File: src/rtl/priority_encoder_q_if.sv
// Request/code bundle for priority_encoder_q: capture side (en, req),
// code handshake (code, valid, ready) and status (pending, overflow).
// Ports: master = encoder side, slave = producer/consumer side.
interface priority_encoder_q_if #(
  parameter int N = 8
);
  localparam int W = $clog2(N);

  logic         en;        // request capture enable
  logic [N-1:0] req;       // multi-hot request strobes
  logic [W-1:0] code;      // index of selected pending bit, 0 when idle
  logic         valid;     // at least one bit pending
  logic         ready;     // consumer accepts code this cycle
  logic [N-1:0] pending;   // current pending register
  logic         overflow;  // one-cycle pulse on a merged (colliding) request

  modport master (
    input  en, req, ready,
    output code, valid, pending, overflow
  );

  modport slave (
    output en, req, ready,
    input  code, valid, pending, overflow
  );
endinterface

File: src/rtl/priority_encoder_q.sv
// Purpose: sequential N-to-log2(N) priority encoder; captures multi-hot
//   requests into a pending register and serializes them as binary codes.
// Latency: a req bit captured at edge t is visible after edge t; one code
//   per cycle under continuous ready, the accepted bit is gone after the accept edge.
// Backpressure: with valid=1 and ready=0 the pending set only grows; a newly
//   set higher-priority bit may preempt code, consumer samples code on accept only.
// Ports: clk, reset (sync, active-high); bus (master modport) carries
//   en/req in, code/valid/ready handshake, pending and overflow status out.
module priority_encoder_q #(
  parameter int N         = 8,
  parameter bit LSB_FIRST = 1'b0
) (
  input  logic                   clk,
  input  logic                   reset,
  priority_encoder_q_if.master   bus
);
  localparam int W = $clog2(N);

  logic [N-1:0] pending_q;
  logic         overflow_q;

  logic [W-1:0] sel;
  logic         acc;
  logic [N-1:0] clr_mask;
  logic [N-1:0] set_mask;

  // Priority select. The loop runs from lowest to highest priority so the
  // last matching bit (the winner) overwrites earlier ones.
  always_comb begin
    sel = '0;
    if (LSB_FIRST) begin
      for (int i = N - 1; i >= 0; i--) begin
        if (pending_q[i]) sel = W'(i);
      end
    end else begin
      for (int i = 0; i < N; i++) begin
        if (pending_q[i]) sel = W'(i);
      end
    end
  end

  assign acc      = (|pending_q) & bus.ready;
  assign clr_mask = acc ? ({{(N-1){1'b0}}, 1'b1} << sel) : '0;
  assign set_mask = bus.en ? bus.req : '0;

  // Set after clear: a bit re-requested in its own accept cycle stays
  // pending as a fresh event and is not an overflow.
  always_ff @(posedge clk) begin
    if (reset) begin
      pending_q  <= '0;
      overflow_q <= 1'b0;
    end else begin
      pending_q  <= (pending_q & ~clr_mask) | set_mask;
      overflow_q <= |(set_mask & pending_q & ~clr_mask);
    end
  end

  // sel is already 0 when nothing is pending, so code needs no extra gating.
  assign bus.code     = sel;
  assign bus.valid    = |pending_q;
  assign bus.pending  = pending_q;
  assign bus.overflow = overflow_q;

endmodule

File: src/flat_wrapper.sv
// flat-port wrapper written by rule: the top's interface ports become plain ports
module priority_encoder_q_flat 
#(
  parameter int N         = 8,
  parameter bit LSB_FIRST = 1'b0
)
  (clk, reset, bus_en, bus_req, bus_ready, bus_code, bus_valid, bus_pending, bus_overflow);
  priority_encoder_q_if #(.N(N)) bus_i ();
  input  logic clk;
  input  logic reset;
  input wire logic [$bits(bus_i.en)-1:0] bus_en;
  input wire logic [$bits(bus_i.req)-1:0] bus_req;
  input wire logic [$bits(bus_i.ready)-1:0] bus_ready;
  output wire logic [$bits(bus_i.code)-1:0] bus_code;
  output wire logic [$bits(bus_i.valid)-1:0] bus_valid;
  output wire logic [$bits(bus_i.pending)-1:0] bus_pending;
  output wire logic [$bits(bus_i.overflow)-1:0] bus_overflow;
  assign bus_i.en = bus_en;
  assign bus_i.req = bus_req;
  assign bus_i.ready = bus_ready;
  assign bus_code = bus_i.code;
  assign bus_valid = bus_i.valid;
  assign bus_pending = bus_i.pending;
  assign bus_overflow = bus_i.overflow;
  priority_encoder_q #(.N(N), .LSB_FIRST(LSB_FIRST)) u_core (.clk(clk), .reset(reset), .bus(bus_i));
endmodule
File: config.mk
export PLATFORM = sky130hd
export DESIGN_NAME = priority_encoder_q_flat
export DESIGN_NICKNAME = d
export VERILOG_FILES = /design/src/rtl/priority_encoder_q_if.sv /design/src/rtl/priority_encoder_q.sv /design/src/flat_wrapper.sv
export SDC_FILE = /design/constraint.sdc
export NUM_CORES = 1
export LEC_CHECK = 0
export BUFFER_PORTS_ARGS = -buffer_cell sky130_fd_sc_hd__buf_2
export CAP_MARGIN = 5
export CORE_AREA = 2 2 39 41
export CTS_CLUSTER_SIZE = 12
export DETAILED_ROUTE_END_ITERATION = 7
export DIE_AREA = 0 0 41 43
export PLACE_DENSITY_LB_ADDON = 0.25
export SYNTH_ARGS = -nofsm -noshare
export SYNTH_HDL_FRONTEND = slang
export SYNTH_SLANG_ARGS = --single-unit
File: constraint.sdc
create_clock -name clk -period 1.9 [get_ports clk]
set_clock_uncertainty 0.1 [all_clocks]
set_input_delay 0.095 -clock clk [delete_from_list [all_inputs] [get_ports clk]]
set_output_delay 0.095 -clock clk [all_outputs]
set_load 0.02 [all_outputs]
==> metrics.md <==
| Metric | Value |
|---|---|
| GRT overflow | 0 |
| Fin Setup TNS | 0 ns |
| DRC viols | 0 |
| Non-filler cells, final | 111 |
| Overall Global Routing Usage | 18.1% |
| Proportion of synthesized chip area in sequential cells | 36.8% |
| Synth top area cells | dfxtp_1 37%, a21oi_1 7.2%, nand2_1 6.9%, nor2_1 5.4%, o21ai_0 5.1% |
| Number of flops mapped to enable cells by yosys | 0 |
| Post-route minimum period | 1.74 ns |
| Pre-antenna DRT Iters | 2 |
| Final setup vio count | 0 |
| Number of buffers on the longest clock path | 2 |
| Total nets after synthesis | 76 |
| Starting density of the core | 35.4% |
| CP Data Arrival Time | 1.54 ns |
| CTS tree | yes |
| Total of fill cells in the finished design | 154 |
| Drt initial violations | 3 |
| PD cells | 728 nW/um2 |
| Worst r2r path cells | 4 |
| Clock transition time at the flip-flop clock pins of the worst setup and hold paths | 0.06 ns |
| Root buffer selected by CTS | clkbuf_4 |
| Crit path launch type | register |
| Library cell occupying the most area in the post-synthesis netlist | dfxtp_1 |
| Worst Path Max Fanout | 8 |
| Tightest slew margin relative to the limit | 75.0% |
| Ratio of cells with drive above 1 in the final layout | 30.5% |
| Drt via density | 5.18 |
| Die Outline Area | 1760 um2 |
| DR vias | 575 |
| Largest net degree at the start of global routing | 10 |
| Count of unique library cells instantiated by Yosys | 25 |
| Number of placed cells counting well taps | 102 |
| Overall die height | 43 um |
| Max-cap check violation count | 0 |
| Post-DR wirelength/cell | 11.8 um |
| Synth async-reset ratio | 0% |
| Synthesized flop and latch total | 9 |
| Synthesis Warnings | 0 |
| Via count of the first global-routing pass | 481 |
| Max rail drop VDD | 546 uV |
| Category of the worst setup path capture point | primary output |
| Netlist area before placement | 489 um2 |
| First-pass GRT wire length | 2100 um |
| Layout Nets | 108 |
| Critical path data required time | 1.70 ns |
| Core area | 1380 um2 |
| Final estimated routing congestion in global placement | 0.797 |
| Worst-skew pair later-pin latency | 0.26 ns |
| Antenna violation net count after detailed routing | 0 |
| Number of instances in the synthesized netlist | 64 |
| Half-perimeter wire length after placement | 996 um |
| Cell Rows | 14 |
| Post-synth top flop | dfxtp_1 |
| Hold Path Class | primary input to register |
| Count of input and output buffers | 24 |
| Level count of the clock H-tree | 1 |
| Antenna violations before repair | 0 |
| Number of clock buffers inserted by TritonCTS | 3 |
| Worst-margin pin slew | 0.370 ns |
| Synthesis-to-layout area growth | 42.7% |
| Multi-input combinational cell area | 294 um2 |
| Number of failing hold endpoints at the final stage | 0 |
| Num Clock Sinks | 9 |
| Number of max-slew violations in the final report | 0 |
| WS Path Type | register to primary output |
| Static leakage | 0.000331 uW |
| Hold depth | 3 |
| Run status | finished clean |
| Number of antenna cells inserted | 0 |
| Maximum operating frequency | 0.576 GHz |
| Sequential cell area | 180 um2 |
| Top cell type's share of synthesized area | 36.8% |
| Avg Inst Size Synth | 7.64 um2 |
| Most used standard cells in the synthesized netlist | 9 x dfxtp_1, 9 x nand2_1, 7 x a21oi_1, 7 x nor2_1, 5 x o21ai_0 |
| Die extent in x | 41 um |
| Top-level I/O count | 25 |
| Final cycle utilization of the critical path | 91.3% |
| Setup repair after global routing missed its margin | false |
| Detailed Route WL | 1310 um |
metrics by stage:
step | util, % | cell area (um2) | hold slack, ns | total power [uW] | setup WS [ns]
floorplan | - | 489 | 0.140 | 307 | 0.345
global placement | 44.9 | 622 | 0.257 | 357 | 0.431
detailed placement | 44.9 | 622 | 0.256 | 357 | 0.364
CTS | 50.5 | 698 | 0.00499 | 517 | 0.165
global route | 50.5 | 698 | 0.0181 | 545 | 0.0673
finish | 50.5 | 698 | 0.0107 | 508 | 0.164
cell type report:
type | instances | area share, %
flip-flops and latches | 9 | 25.8
multi-input cells | 51 | 42.1
repair buffers | 29 | 24.4
inverters | 2 | 1.08
clock buffers | 4 | 3.76
well taps | 16 | 2.87
worst paths after layout:
check / startpoint / to / slack (ns)
setup / recovery: u_core.bus.pending[6] / bus_valid / 0.16
hold / removal: bus_req[5] / u_core.bus.pending[5] / 0.01
setup reg to reg: u_core.bus.pending[6] / u_core.bus.overflow / 0.36
hold reg to reg: u_core.bus.pending[0] / u_core.bus.pending[0] / 0.42
power breakdown:
group          internal [uW]  leakage, uW  switching (uW)
Sequential               201    0.0000743            15.4
Clock                   80.9    0.0000150            67.5
Combinational           60.0     0.000242            82.9
Total                    342     0.000331             166
repair_timing:
action                    in CTS  in global routing
setup buffers                  0                  0
hold buffers                   5                  0
hold endpoints to repair       5                  0
gates resized for setup        0                  0
cell families after synthesis:
kind of cell / after synthesis / share of synthesized area [%]
AND/OR/NAND/NOR: 27 / 27.9
AO/OA/AOI/OAI: 24 / 32.2
flip-flops: 9 / 36.8
buffers and inverters: 4 / 3.07
metal layers:
metal	part of all wire (%)	GRT usage, %
met5	0	0
met4	0.69	6.00
met3	7.4	9.42
met2	46	25.0
met1	45	23.5
critical path, stage by stage (launching register included):
cell	delay [ns]
dfxtp_1	0.38
nor2_1	0.19
nand2_1	0.13
or4_1	0.41
buf_2	0.17
placed cells by master, fill, tap and decap left out:
cell type / netlist / routed
a21boi_0: 1 / 1
a21o_1: 1 / 1
a21oi_1: 7 / 7
a22o_1: 1 / 1
a22oi_1: 3 / 3
a41oi_1: 1 / 1
and3_1: 1 / 1
buf_2: 0 / 24
clkbuf_1: 1 / 1
clkbuf_4: 0 / 3
dfxtp_1: 9 / 9
dlygate4sd3_1: 0 / 5
inv_1: 2 / 2
nand2_1: 9 / 9
nand2b_1: 3 / 3
nand3_1: 1 / 1
nor2_1: 7 / 7
nor2b_1: 1 / 1
nor4b_1: 1 / 1
o211ai_1: 3 / 3
o211ai_2: 1 / 1
o21ai_0: 5 / 5
o21bai_1: 1 / 1
or2_4: 1 / 1
or3_1: 1 / 1
or3b_1: 1 / 1
or4_1: 1 / 1
sequential cells by signal, indices dropped and copies added (netlist names):
signal / cells
u_core.bus.overflow: 1
u_core.bus.pending: 8
Power figures use the tool's default switching activity.
